$ cat config.mk
export PLATFORM = sky130hd
export DESIGN_NAME = scarv_cop_issue_flat
export DESIGN_NICKNAME = d
export VERILOG_FILES = /design/src/rtl/scarv_cop_pkg.sv /design/src/rtl/scarv_cop_issue_if.sv /design/src/rtl/scarv_cop_watchdog.sv /design/src/rtl/scarv_cop_issue.sv /design/src/flat_wrapper.sv
export SDC_FILE = /design/constraint.sdc
export NUM_CORES = 1
export LEC_CHECK = 0
export BUFFER_PORTS_ARGS = -buffer_cell sky130_fd_sc_hd__buf_4
export CORE_AREA = 2 2 126 128
export DETAILED_ROUTE_END_ITERATION = 8
export DIE_AREA = 0 0 128 130
export SLEW_MARGIN = 20
export SYNTH_ARGS = -nofsm -noshare
export SYNTH_HDL_FRONTEND = slang
export SYNTH_SLANG_ARGS = --single-unit
$ cat constraint.sdc
create_clock -name g_clk -period 2.9 [get_ports g_clk]
set_input_delay 0.29 -clock g_clk [delete_from_list [all_inputs] [get_ports g_clk]]
set_output_delay 0.29 -clock g_clk [all_outputs]
set_load 0.005 [all_outputs]
$ cat src/rtl/scarv_cop_pkg.sv
// Shared types and constants for the SCARV coprocessor issue stage.
package scarv_cop_pkg;

  typedef enum logic [2:0] {
    ST_IDLE     = 3'd0,
    ST_REQ      = 3'd1,
    ST_WAIT_RSP = 3'd2,
    ST_ABORT    = 3'd3,
    ST_WB       = 3'd4
  } state_e;

  localparam logic [2:0]  RESULT_OK       = 3'b000;
  localparam logic [2:0]  RESULT_TIMEOUT  = 3'b111;
  localparam int unsigned TIMEOUT_DEFAULT = 255;

  typedef struct packed {
    logic        wen;
    logic [4:0]  waddr;
    logic [31:0] wdata;
    logic [2:0]  result;
  } wb_t;

endpackage

$ cat src/rtl/scarv_cop_issue_if.sv
// Request/response bus between the issue stage (master) and the coprocessor (slave).
interface scarv_cop_issue_if;
  import scarv_cop_pkg::*;

  logic        cpu_insn_req;
  logic        cpu_abort_req;
  logic        cpu_insn_ack;
  logic [31:0] cpu_insn_enc;
  logic [31:0] cpu_rs1;
  logic        cop_insn_ack;
  logic        cop_insn_rsp;
  logic        cop_wen;
  logic [4:0]  cop_waddr;
  logic [31:0] cop_wdata;
  logic [2:0]  cop_result;

  modport master (
    output cpu_insn_req, cpu_abort_req, cpu_insn_ack, cpu_insn_enc, cpu_rs1,
    input  cop_insn_ack, cop_insn_rsp, cop_wen, cop_waddr, cop_wdata, cop_result
  );

  modport slave (
    input  cpu_insn_req, cpu_abort_req, cpu_insn_ack, cpu_insn_enc, cpu_rs1,
    output cop_insn_ack, cop_insn_rsp, cop_wen, cop_waddr, cop_wdata, cop_result
  );

endinterface

$ cat src/rtl/scarv_cop_watchdog.sv
// 16-bit response watchdog: cleared on state entry, counts while enabled.
module scarv_cop_watchdog
  import scarv_cop_pkg::*;
(
  input  logic        g_clk,
  input  logic        g_resetn,
  input  logic        clear,
  input  logic        enable,
  input  logic [15:0] limit,
  output logic        expired
);

  logic [15:0] count_q, count_d;

  always_comb begin
    // NOTE: default first so every path assigns count_d; no latch is inferred.
    count_d = count_q;
    if (clear) begin
      count_d = '0;
    end else if (enable) begin
      count_d = count_q + 16'd1;
    end
  end

  always_ff @(posedge g_clk or negedge g_resetn) begin
    // NOTE: non-blocking here; blocking stays in always_comb only.
    if (!g_resetn) count_q <= '0;
    else           count_q <= count_d;
  end

  // count_q is the number of cycles already spent, so the limit-th cycle expires.
  assign expired = enable && (count_q == limit - 16'd1);

endmodule

$ cat src/rtl/scarv_cop_issue.sv
// Issues one COP instruction at a time, handles flush/abort and watchdog timeout.
module scarv_cop_issue
  import scarv_cop_pkg::*;
#(
  parameter int unsigned TIMEOUT = TIMEOUT_DEFAULT
) (
  input  logic        g_clk,
  input  logic        g_resetn,
  input  logic        dec_valid,
  output logic        dec_ready,
  input  logic [31:0] dec_insn,
  input  logic [31:0] dec_rs1,
  input  logic        flush,
  output logic        wb_valid,
  input  logic        wb_ready,
  output logic        wb_wen,
  output logic [4:0]  wb_waddr,
  output logic [31:0] wb_wdata,
  output logic [2:0]  wb_result,
  scarv_cop_issue_if.master cop
);

  state_e      state_q, state_d;
  logic        acked_q, acked_d;
  logic        cpu_insn_req_q, cpu_insn_req_d;
  logic        cpu_abort_req_q, cpu_abort_req_d;
  logic        cpu_insn_ack_q, cpu_insn_ack_d;
  logic        wb_valid_q, wb_valid_d;
  logic [31:0] cpu_insn_enc_q, cpu_insn_enc_d;
  logic [31:0] cpu_rs1_q, cpu_rs1_d;
  wb_t         wb_q, wb_d;

  logic wd_clear, wd_enable, wd_expired;
  logic rsp_ok;

  // A response arriving while the previous one is still being acknowledged is ignored.
  assign rsp_ok = cop.cop_insn_rsp && !cpu_insn_ack_q;

  always_comb begin
    state_d         = state_q;
    acked_d         = acked_q;
    cpu_insn_req_d  = cpu_insn_req_q;
    cpu_abort_req_d = cpu_abort_req_q;
    cpu_insn_ack_d  = 1'b0;
    wb_valid_d      = wb_valid_q;
    cpu_insn_enc_d  = cpu_insn_enc_q;
    cpu_rs1_d       = cpu_rs1_q;
    wb_d            = wb_q;
    unique case (state_q)
      ST_IDLE: begin
        if (dec_valid && !flush) begin
          cpu_insn_enc_d = dec_insn;
          cpu_rs1_d      = dec_rs1;
          cpu_insn_req_d = 1'b1;
          state_d        = ST_REQ;
        end
      end
      ST_REQ: begin
        if (flush) begin
          // The request must still be accepted; remember whether it already was.
          cpu_abort_req_d = 1'b1;
          acked_d         = cop.cop_insn_ack;
          cpu_insn_req_d  = !cop.cop_insn_ack;
          state_d         = ST_ABORT;
        end else if (cop.cop_insn_ack) begin
          cpu_insn_req_d = 1'b0;
          state_d        = ST_WAIT_RSP;
        end
      end
      ST_WAIT_RSP: begin
        if (rsp_ok) begin
          wb_d           = '{wen: cop.cop_wen, waddr: cop.cop_waddr,
                             wdata: cop.cop_wdata, result: cop.cop_result};
          cpu_insn_ack_d = 1'b1;
          wb_valid_d     = 1'b1;
          state_d        = ST_WB;
        end else if (flush) begin
          cpu_abort_req_d = 1'b1;
          acked_d         = 1'b1;
          state_d         = ST_ABORT;
        end else if (wd_expired) begin
          wb_d       = '{wen: 1'b0, waddr: '0, wdata: '0, result: RESULT_TIMEOUT};
          wb_valid_d = 1'b1;
          state_d    = ST_WB;
        end
      end
      ST_ABORT: begin
        if (acked_q && rsp_ok) begin
          cpu_insn_ack_d  = 1'b1;
          cpu_abort_req_d = 1'b0;
          acked_d         = 1'b0;
          state_d         = ST_IDLE;
        end else if (wd_expired) begin
          cpu_abort_req_d = 1'b0;
          cpu_insn_req_d  = 1'b0;
          acked_d         = 1'b0;
          state_d         = ST_IDLE;
        end else if (!acked_q && cop.cop_insn_ack) begin
          acked_d        = 1'b1;
          cpu_insn_req_d = 1'b0;
        end
      end
      ST_WB: begin
        if (wb_ready) begin
          wb_valid_d = 1'b0;
          state_d    = ST_IDLE;
        end
      end
      default: state_d = ST_IDLE;
    endcase
  end

  always_ff @(posedge g_clk or negedge g_resetn) begin
    if (!g_resetn) begin
      state_q         <= ST_IDLE;
      acked_q         <= 1'b0;
      cpu_insn_req_q  <= 1'b0;
      cpu_abort_req_q <= 1'b0;
      cpu_insn_ack_q  <= 1'b0;
      wb_valid_q      <= 1'b0;
      cpu_insn_enc_q  <= '0;
      cpu_rs1_q       <= '0;
      wb_q            <= '{wen: 1'b0, waddr: '0, wdata: '0, result: RESULT_OK};
    end else begin
      state_q         <= state_d;
      acked_q         <= acked_d;
      cpu_insn_req_q  <= cpu_insn_req_d;
      cpu_abort_req_q <= cpu_abort_req_d;
      cpu_insn_ack_q  <= cpu_insn_ack_d;
      wb_valid_q      <= wb_valid_d;
      cpu_insn_enc_q  <= cpu_insn_enc_d;
      cpu_rs1_q       <= cpu_rs1_d;
      wb_q            <= wb_d;
    end
  end

  assign wd_enable = (state_q == ST_WAIT_RSP) || (state_q == ST_ABORT);
  assign wd_clear  = (state_d != state_q) &&
                     ((state_d == ST_WAIT_RSP) || (state_d == ST_ABORT));

  scarv_cop_watchdog u_watchdog (
    .g_clk    (g_clk),
    .g_resetn (g_resetn),
    .clear    (wd_clear),
    .enable   (wd_enable),
    .limit    (16'(TIMEOUT)),
    .expired  (wd_expired)
  );

  assign dec_ready         = (state_q == ST_IDLE);
  assign wb_valid          = wb_valid_q;
  assign wb_wen            = wb_q.wen;
  assign wb_waddr          = wb_q.waddr;
  assign wb_wdata          = wb_q.wdata;
  assign wb_result         = wb_q.result;
  assign cop.cpu_insn_req  = cpu_insn_req_q;
  assign cop.cpu_abort_req = cpu_abort_req_q;
  assign cop.cpu_insn_ack  = cpu_insn_ack_q;
  assign cop.cpu_insn_enc  = cpu_insn_enc_q;
  assign cop.cpu_rs1       = cpu_rs1_q;

endmodule
$ cat src/flat_wrapper.sv
// flat-port wrapper written by rule: the top's interface ports become plain ports
module scarv_cop_issue_flat import scarv_cop_pkg::*;
#(
  parameter int unsigned TIMEOUT = TIMEOUT_DEFAULT
)
  (g_clk, g_resetn, dec_valid, dec_ready, dec_insn, dec_rs1, flush, wb_valid, wb_ready, wb_wen, wb_waddr, wb_wdata, wb_result, cop_cpu_insn_req, cop_cpu_abort_req, cop_cpu_insn_ack, cop_cpu_insn_enc, cop_cpu_rs1, cop_cop_insn_ack, cop_cop_insn_rsp, cop_cop_wen, cop_cop_waddr, cop_cop_wdata, cop_cop_result);
  scarv_cop_issue_if cop_i ();
  input  logic g_clk;
  input  logic g_resetn;
  input  logic dec_valid;
  output logic dec_ready;
  input  logic [31:0] dec_insn;
  input  logic [31:0] dec_rs1;
  input  logic flush;
  output logic wb_valid;
  input  logic wb_ready;
  output logic wb_wen;
  output logic [4:0] wb_waddr;
  output logic [31:0] wb_wdata;
  output logic [2:0] wb_result;
  output wire logic [$bits(cop_i.cpu_insn_req)-1:0] cop_cpu_insn_req;
  output wire logic [$bits(cop_i.cpu_abort_req)-1:0] cop_cpu_abort_req;
  output wire logic [$bits(cop_i.cpu_insn_ack)-1:0] cop_cpu_insn_ack;
  output wire logic [$bits(cop_i.cpu_insn_enc)-1:0] cop_cpu_insn_enc;
  output wire logic [$bits(cop_i.cpu_rs1)-1:0] cop_cpu_rs1;
  input wire logic [$bits(cop_i.cop_insn_ack)-1:0] cop_cop_insn_ack;
  input wire logic [$bits(cop_i.cop_insn_rsp)-1:0] cop_cop_insn_rsp;
  input wire logic [$bits(cop_i.cop_wen)-1:0] cop_cop_wen;
  input wire logic [$bits(cop_i.cop_waddr)-1:0] cop_cop_waddr;
  input wire logic [$bits(cop_i.cop_wdata)-1:0] cop_cop_wdata;
  input wire logic [$bits(cop_i.cop_result)-1:0] cop_cop_result;
  assign cop_cpu_insn_req = cop_i.cpu_insn_req;
  assign cop_cpu_abort_req = cop_i.cpu_abort_req;
  assign cop_cpu_insn_ack = cop_i.cpu_insn_ack;
  assign cop_cpu_insn_enc = cop_i.cpu_insn_enc;
  assign cop_cpu_rs1 = cop_i.cpu_rs1;
  assign cop_i.cop_insn_ack = cop_cop_insn_ack;
  assign cop_i.cop_insn_rsp = cop_cop_insn_rsp;
  assign cop_i.cop_wen = cop_cop_wen;
  assign cop_i.cop_waddr = cop_cop_waddr;
  assign cop_i.cop_wdata = cop_cop_wdata;
  assign cop_i.cop_result = cop_cop_result;
  scarv_cop_issue #(.TIMEOUT(TIMEOUT)) u_core (.g_clk(g_clk), .g_resetn(g_resetn), .dec_valid(dec_valid), .dec_ready(dec_ready), .dec_insn(dec_insn), .dec_rs1(dec_rs1), .flush(flush), .wb_valid(wb_valid), .wb_ready(wb_ready), .wb_wen(wb_wen), .wb_waddr(wb_waddr), .wb_wdata(wb_wdata), .wb_result(wb_result), .cop(cop_i));
endmodule
==> insert_results.sql, run 1 <==
INSERT INTO impl_metrics (metric_group, metric, value, unit) VALUES
('logic_synthesis', 'yosysSeqAreaShare', '61.7', '%'),
('logic_synthesis', 'post_synth_inst_count', '397', ''),
('floorplanning', 'die-width', '128', 'um'),
('sta', 'worst_max_slew_pin_slew', '0.678', 'ns'),
('detailed_routing', 'wl_per_cell', '16.0', 'um'),
('detailed_routing', 'detail_route.drc_violations', '0', ''),
('detailed_routing', 'drt_pre_antenna_iters', '4', ''),
('detailed_routing', 'drtIter0Drc', '267', ''),
('worst_setup_path', 'crit_type', 'flip-flop to flip-flop', ''),
('clock_network', 'clock_latency', '0.40', 'ns'),
('final_layout', 'n_fill_cell', '1369', ''),
('logic_synthesis', 'synth_seq_cells', '129', ''),
('clock_network', 'clock_sinks', '129', ''),
('sta', 'timing.clock.skew', '0.00683', 'ns'),
('global_routing', 'via_count_of_the_first_global_routing_pass', '4107', ''),
('worst_setup_path', 'worst-endpoint-arrival', '2.53', 'ns'),
('floorplanning', 'std_cell_rows', '46', ''),
('placed_design', 'place_worst_setup_slack', '0.550', 'ns'),
('clock_network', 'tritoncts_buffers', '17', ''),
('global_routing', 'grt_first_pass_wirelength', '20400', 'um'),
('clock_network', 'cts-resized-gates', '0', ''),
('worst_setup_path', 'critical_path.top_delay_family', 'simple AND/OR/NAND/NOR gates', ''),
('min_path', 'hold_class', 'primary input to flip-flop', ''),
('logic_synthesis', 'ys.flop_type', 'sky130_fd_sc_hd__dfrtp_1', ''),
('logic_synthesis', 'share_of_flip_flops_with_an_asynchronous_set_or_reset_after_synthesis', '100', '%'),
('sta', 'post-route-min-period', '2.24', 'ns'),
('final_layout', 'net_count_reported_at_finish', '737', ''),
('sta', 'timing.fmax', '446', 'MHz'),
('worst_setup_path', 'critical_path_peak_fanout', '30', ''),
('floorplanning', 'die_h', '130', 'um'),
('sta', 'final_min_period_over_clock_period', '77.4', '%'),
('placed_design', 'numPortBuffers', '221', ''),
('sta', 'setup_ws', '0.656', 'ns'),
('clock_network', 'cts_root_buffer', 'sky130_fd_sc_hd__clkbuf_16', ''),
('final_layout', 'area_used_by_multi_input_combinational_logic', '1890', 'sq um'),
('sta', 'final_hold_violating_endpoints', '0', ''),
('global_routing', 'final_global_route_overflow_total', '0', ''),
('logic_synthesis', 'number_of_warning_messages_in_the_yosys_log', '0', ''),
('detailed_routing', 'ratio_of_routed_vias_to_standard_cells', '4.96', ''),
('worst_setup_path', 'startpoint_type', 'flip-flop', ''),
('power', 'power_per_cell_area', '1050', 'nW/um^2'),
('worst_setup_path', 'crit_required', '3.19', 'ns'),
('logic_synthesis', 'avgSynthCellArea', '13.2', 'sq um'),
('worst_setup_path', 'cp_num_buf_inv', '1', ''),
('power', 'irDropWorstVdd', '0.000503', 'V'),
('logic_synthesis', 'synth-edff-count', '0', ''),
('global_routing', 'grt_max_degree', '52', ''),
('final_layout', 'layout.area.seq', '3230', 'sq um'),
('detailed_routing', 'routed_wirelength', '13300', 'um'),
('worst_setup_path', 'cp-end-kind', 'flip-flop', ''),
('sta', 'tns', '0', 'ns'),
('logic_synthesis', 'yosys.cell_types.count', '44', ''),
('final_layout', 'layout-drive-gt1-share', '52.2', '%'),
('detailed_routing', 'route.antenna.remaining_nets', '0', ''),
('clock_network', 'clock_tree.htree_level_count', '4', ''),
('sta', 'relSlewSlack', '54.8', '%'),
('worst_setup_path', 'timing.critical_path.cells', 'or4_1 > nor4_1 > a31oi_4 > buf_16 > a22o_1', ''),
('global_routing', 'grt_antenna_before_repair', '0', ''),
('floorplanning', 'pin_count', '222', ''),
('floorplanning', 'initial_utilization', '33.9', '%'),
('sta', 'final_count_of_pins_violating_max_slew', '0', ''),
('placed_design', 'post-dp-hpwl', '9320', 'um'),
('clock_network', 'tritoncts', 'built', ''),
('run', 'cap_viol_max_count', '0', ''),
('placed_design', 'gp_routability_congestion', '0.857', ''),
('status', 'outcome', 'complete, no violations', ''),
('logic_synthesis', 'synth.cell_area', '5230', 'sq um'),
('worst_setup_path', 'timing.critical_path.slowest_stage_cell', 'sky130_fd_sc_hd__or4_1', ''),
('final_layout', 'final_cell_mix', 'sky130_fd_sc_hd__buf_4 (227), sky130_fd_sc_hd__dfrtp_1 (129), sky130_fd_sc_hd__mux2_2 (64), sky130_fd_sc_hd__a22o_1 (38), sky130_fd_sc_hd__nor2_1 (26)', ''),
('final_layout', 'post-route-util', '50.4', '%'),
('power', 'p_leak', '3.77', 'nW');
layer usage:
layer  track usage (%)  up-vias  wire length (um)
met5                 0        -                 0
met4              4.59        0               172
met3              6.44       13              1030
met2              24.9      175              6370
met1              19.6     2020              5680
li1                  -     1897                 -
area by class of cell:
| cell class | count | area share, % |
|---|---|---|
| Multi-Input combinational cell | 233 | 24.3 |
| Clock buffer | 19 | 5.57 |
| Tap cell | 192 | 3.09 |
| Clock inverter | 13 | 2.09 |
| Sequential cell | 129 | 41.5 |
| Inverter | 11 | 0.531 |
| Timing Repair Buffer | 231 | 22.9 |
cells in the mapped netlist, drive strengths merged (6+ instances only):
master | count | area [sq um]
a22o | 38 | 333
nor4 | 6 | 37.5
xnor2 | 9 | 78.8
nand3 | 6 | 30.0
a21oi | 9 | 45.0
inv | 11 | 41.3
nor2 | 27 | 101
mux2 | 64 | 721
dfrtp | 129 | 3230
nor3 | 7 | 35.0
nand2 | 10 | 37.5
nand4 | 6 | 37.5
clkbuf | 20 | 75.1
through the flow:
stage	instance area (sq um)	hold WS [ns]	instances	total power, mW
global route	7770	0.0719	828	8.64
CTS	7750	0.0549	827	8.22
detailed placement	7140	0.373	794	6.03
global placement	7140	0.366	794	5.94
finish	7770	0.0783	828	8.14
floorplan	5230	-0.00559	397	4.35
path summary, 6_finish.rpt:
check,start,endpoint,slack (ns),cells after the start
max,u_core.u_watchdog.count_q[8]$_DFFE_PN0P_,u_core.wb_wdata[5]$_DFFE_PN0P_,0.66,5
min,wb_ready,u_core.state_q[2]$_DFF_PN0_,0.08,2
max reg2reg,u_core.u_watchdog.count_q[8]$_DFFE_PN0P_,u_core.wb_wdata[5]$_DFFE_PN0P_,0.66,5
min reg2reg,u_core.wb_waddr[0]$_DFFE_PN0P_,u_core.wb_waddr[0]$_DFFE_PN0P_,0.50,1
max in group asynchronous,g_resetn,u_core.cop.cpu_insn_enc[8]$_DFFE_PN0P_,1.73,3
min in group asynchronous,g_resetn,u_core.wb_wdata[25]$_DFFE_PN0P_,0.46,2
sequential cells by signal (all words and copies together) (netlist names), 3 cells and up:
name,cells
u_core.cop.cpu_insn_enc,32
u_core.cop.cpu_rs1,32
u_core.state_q,3
u_core.u_watchdog.count_q,16
u_core.wb_result,3
u_core.wb_waddr,5
u_core.wb_wdata,32
power breakdown:
part           switching (mW)  total [mW]  leakage, nW  internal, mW
clock network           0.779        2.13        0.283          1.35
registers               0.517        3.11         1.58          2.59
logic                    1.09        2.90         1.90          1.81
total                    2.39        8.14         3.77          5.75
cells by family (layout without fill, tap and decap cells):
logic type | Yosys count | in the layout | share of synthesized area (%)
xor+xnor | 13 | 13 | 2.18
mux | 64 | 64 | 13.8
compound gates | 71 | 71 | 11.0
fa+ha+maj | 2 | 2 | 0.478
buf+inv | 35 | 274 | 2.58
flops | 129 | 129 | 61.7
simple gates | 83 | 83 | 8.30
worst register-to-register path: stages (launching register included):
cell and delay [ns]:
sky130_fd_sc_hd__dfrtp_1 0.43, sky130_fd_sc_hd__or4_1 0.55, sky130_fd_sc_hd__nor4_1 0.38, sky130_fd_sc_hd__a31oi_4 0.31, sky130_fd_sc_hd__buf_16 0.26, sky130_fd_sc_hd__a22o_1 0.21
what timing repair did:
action	CTS	global route
setup buffers	0	0
hold endpoints to repair	48	0
hold buffers	1	0
(Power assumes the default switching activity.)
==> run 2: changes to the inputs <==
--- a/config.mk
+++ b/config.mk
@@ -5,10 +5,11 @@
 export SDC_FILE = /design/constraint.sdc
 export NUM_CORES = 1
 export LEC_CHECK = 0
+export ABC_AREA = 1
 export BUFFER_PORTS_ARGS = -buffer_cell sky130_fd_sc_hd__buf_4
-export CORE_AREA = 2 2 126 128
+export CORE_AREA = 2 2 130 132
 export DETAILED_ROUTE_END_ITERATION = 8
-export DIE_AREA = 0 0 128 130
+export DIE_AREA = 0 0 132 134
 export SLEW_MARGIN = 20
 export SYNTH_ARGS = -nofsm -noshare
 export SYNTH_HDL_FRONTEND = slang
==> constraint.sdc (replaced) <==
create_clock -name g_clk -period 2.3 [get_ports g_clk]
set_input_delay 0.23 -clock g_clk [delete_from_list [all_inputs] [get_ports g_clk]]
set_output_delay 0.23 -clock g_clk [all_outputs]
set_load 0.005 [all_outputs]
==> insert_results.sql, run 2 <==
INSERT INTO impl_metrics (metric_group, metric, value, unit) VALUES
('sta', 'post-route-min-period', '1.87', 'ns'),
('clock_network', 'tritoncts_buffers', '17', ''),
('detailed_routing', 'routed-via-count', '4614', ''),
('global_routing', 'grt_max_degree', '71', ''),
('logic_synthesis', 'number_of_warning_messages_in_the_yosys_log', '0', ''),
('clock_network', 'cts_root_buffer', 'sky130_fd_sc_hd__clkbuf_16', ''),
('logic_synthesis', 'avgSynthCellArea', '10.4', 'sq um'),
('detailed_routing', 'ratio_of_routed_vias_to_standard_cells', '4.63', ''),
('power', 'irDropWorstVdd', '0.000601', 'V'),
('final_layout', 'post-route-util', '49.4', '%'),
('detailed_routing', 'routed_wirelength', '14500', 'um'),
('logic_synthesis', 'ys.flop_type', 'sky130_fd_sc_hd__dfrtp_1', ''),
('sta', 'final_hold_violating_endpoints', '0', ''),
('clock_network', 'clock_tree.buffer_depth', '2', ''),
('sta', 'tns', '0', 'ns'),
('floorplanning', 'coreArea', '16300', 'sq um'),
('global_routing', 'grt_first_pass_wirelength', '23500', 'um'),
('detailed_routing', 'drtIter0Drc', '220', ''),
('logic_synthesis', 'synth_commonest_cells', 'sky130_fd_sc_hd__dfrtp_1 (129), sky130_fd_sc_hd__inv_1 (66), sky130_fd_sc_hd__nand2_1 (65)', ''),
('sta', 'final_count_of_pins_violating_max_slew', '0', ''),
('power', 'p_leak', '3.95', 'nW'),
('worst_setup_path', 'worst-endpoint-arrival', '2.15', 'ns'),
('worst_setup_path', 'crit_type', 'flip-flop to flip-flop', ''),
('global_routing', 'grtUsageTotal', '16.7', '%'),
('final_layout', 'final_cells', '996', ''),
('worst_setup_path', 'cp-end-kind', 'flip-flop', ''),
('sta', 'final-setup-viol-count', '0', ''),
('global_routing', 'final_global_route_overflow_total', '0', ''),
('logic_synthesis', 'yosysMostFrequentCell', 'sky130_fd_sc_hd__dfrtp_1', ''),
('clock_network', 'clock_tree.htree_level_count', '4', ''),
('sta', 'timing.clock.skew', '0.00857', 'ns'),
('clock_network', 'clock_latency', '0.41', 'ns'),
('worst_setup_path', 'crit_required', '2.58', 'ns'),
('global_routing', 'via_count_of_the_first_global_routing_pass', '4671', ''),
('status', 'outcome', 'complete, no violations', ''),
('final_layout', 'layout.cells.most_common', 'sky130_fd_sc_hd__buf_4', ''),
('sta', 'final_min_period_over_clock_period', '81.2', '%'),
('detailed_routing', 'route.antenna.remaining_nets', '0', ''),
('logic_synthesis', 'synth.net_count', '650', ''),
('final_layout', 'final_cell_mix', 'sky130_fd_sc_hd__buf_4 (226), sky130_fd_sc_hd__dfrtp_1 (129), sky130_fd_sc_hd__inv_1 (66), sky130_fd_sc_hd__nand2_1 (65), sky130_fd_sc_hd__mux2_2 (59)', ''),
('clock_network', 'clkTransAtPathRegs', '0.06', 'ns'),
('sta', 'timing.fmax', '535', 'MHz'),
('logic_synthesis', 'yosys-top-cells-area', 'sky130_fd_sc_hd__dfrtp_1 (58%), sky130_fd_sc_hd__mux2_2 (12%), sky130_fd_sc_hd__nand3_1 (5.0%)', ''),
('sta', 'worst_max_slew_pin_slew', '0.450', 'ns'),
('detailed_routing', 'detail_route.drc_violations', '0', ''),
('worst_setup_path', 'critical_path_peak_fanout', '24', ''),
('floorplanning', 'initial_utilization', '34.1', '%'),
('logic_synthesis', 'yosysSeqAreaShare', '58.1', '%'),
('logic_synthesis', 'synth_seq_cells', '129', ''),
('run', 'cap_viol_max_count', '0', ''),
('worst_setup_path', 'startpoint_type', 'flip-flop', ''),
('clock_network', 'clock_sinks', '129', ''),
('sta', 'unrepaired_setup_endpoints_after_global_routing', 'no', ''),
('placed_design', 'numPortBuffers', '221', ''),
('final_layout', 'antenna_cells', '0', ''),
('final_layout', 'areaGrowthSynthToFinish', '44.8', '%'),
('logic_synthesis', 'synth.cell_area', '5560', 'sq um'),
('detailed_routing', 'wl_per_cell', '14.6', 'um'),
('floorplanning', 'std_cell_rows', '47', ''),
('global_routing', 'grt_antenna_before_repair', '0', ''),
('logic_synthesis', 'synthDominantCellAreaShare', '58.1', '%'),
('placed_design', 'placed_cells', '963', ''),
('sta', 'relSlewSlack', '70.0', '%'),
('power', 'power_per_cell_area', '1280', 'nW/um^2'),
('placed_design', 'gp_routability_congestion', '0.868', ''),
('clock_network', 'tritoncts', 'built', ''),
('final_layout', 'layout-drive-gt1-share', '42.0', '%'),
('logic_synthesis', 'synth-edff-count', '0', ''),
('final_layout', 'net_count_reported_at_finish', '877', ''),
('floorplanning', 'pin_count', '222', ''),
('logic_synthesis', 'synth_top_cell_by_area', 'sky130_fd_sc_hd__dfrtp_1', ''),
('floorplanning', 'die-width', '132', 'um'),
('floorplanning', 'fp.dieArea', '17700', 'sq um'),
('logic_synthesis', 'share_of_flip_flops_with_an_asynchronous_set_or_reset_after_synthesis', '100', '%'),
('detailed_routing', 'drt_pre_antenna_iters', '5', ''),
('floorplanning', 'die_h', '134', 'um'),
('logic_synthesis', 'post_synth_inst_count', '536', ''),
('placed_design', 'post-dp-hpwl', '10800', 'um'),
('clock_network', 'post-cts-setup-buffer-count', '0', ''),
('min_path', 'hold_class', 'primary input to flip-flop', ''),
('logic_synthesis', 'yosys.cell_types.count', '30', '');
==> run 2: metrics by stage <==
step | setup slack, ns | hold slack (ns) | area [sq um] | power [mW]
floorplan | 0.914 | -0.0656 | 5560 | 5.55
global placement | 0.506 | 0.208 | 7440 | 7.62
detailed placement | 0.441 | 0.216 | 7440 | 7.74
CTS | 0.431 | 0.0163 | 8050 | 10.5
global route | 0.229 | 0.0173 | 8050 | 11.1
finish | 0.431 | 0.0342 | 8050 | 10.3
==> run 2: metal layers <==
metal	vias up	global-route usage [%]	wire length [um]
li1	2207	-	-
met1	2229	20.5	6130
met2	164	28.0	7110
met3	14	5.59	1090
met4	0	4.95	175
met5	-	0	0
==> run 2: worst paths after layout <==
kind / start / end / slack, ns / cells after the start
max in group asynchronous: g_resetn / u_core.cop.cpu_insn_enc[23]$_DFFE_PN0P_ / 1.23 / 3
max reg2reg: u_core.state_q[2]$_DFF_PN0_ / u_core.wb_wdata[30]$_DFFE_PN0P_ / 0.43 / 8
min: dec_insn[14] / u_core.cop.cpu_insn_enc[14]$_DFFE_PN0P_ / 0.03 / 2
min reg2reg: u_core.wb_valid$_DFFE_PN0P_ / u_core.wb_valid$_DFFE_PN0P_ / 0.49 / 2
max: u_core.state_q[2]$_DFF_PN0_ / u_core.wb_wdata[30]$_DFFE_PN0P_ / 0.43 / 8
min in group asynchronous: g_resetn / u_core.wb_wdata[10]$_DFFE_PN0P_ / 0.32 / 2
==> run 2: final cells by class <==
type,instances,area (sq um)
clock buffers,21,470
clock inverters,11,129
fillers,1489,8240
inverters,67,251
multi-input cells,318,1930
flip-flops and latches,129,3230
well taps,220,275
repair buffers,230,1770
==> run 2: power breakdown <==
group | total [mW] | leakage, nW | internal [mW] | switching, mW
registers | 3.92 | 1.58 | 3.31 | 0.607
logic | 3.74 | 2.08 | 2.14 | 1.60
clock network | 2.68 | 0.290 | 1.69 | 0.997
==> run 2: cells by family (layout without fill, tap and decap cells) <==
group,after synthesis,in the layout,synth area share (%)
buf+inv,89,329,7.20
simple gates,196,196,15.8
xor+xnor,4,4,0.630
compound gates,52,52,4.91
mux,64,64,13.0
fa+ha+maj,2,2,0.450
flops,129,129,58.1
==> run 2: critical path: stages, from the launching register on <==
cell and delay (ns):
sky130_fd_sc_hd__dfrtp_1 0.40, sky130_fd_sc_hd__inv_1 0.12, sky130_fd_sc_hd__nand2_2 0.20, sky130_fd_sc_hd__nor2_4 0.17, sky130_fd_sc_hd__nand2_1 0.07, sky130_fd_sc_hd__nand3b_1 0.18
sky130_fd_sc_hd__nand2_2 0.29, sky130_fd_sc_hd__buf_12 0.20, sky130_fd_sc_hd__o21ai_0 0.10
==> run 2: timing repair <==
action,4_1_cts,5_1_grt
gates resized for setup,0,0
endpoints found under the hold margin,30,0
hold buffers,1,0
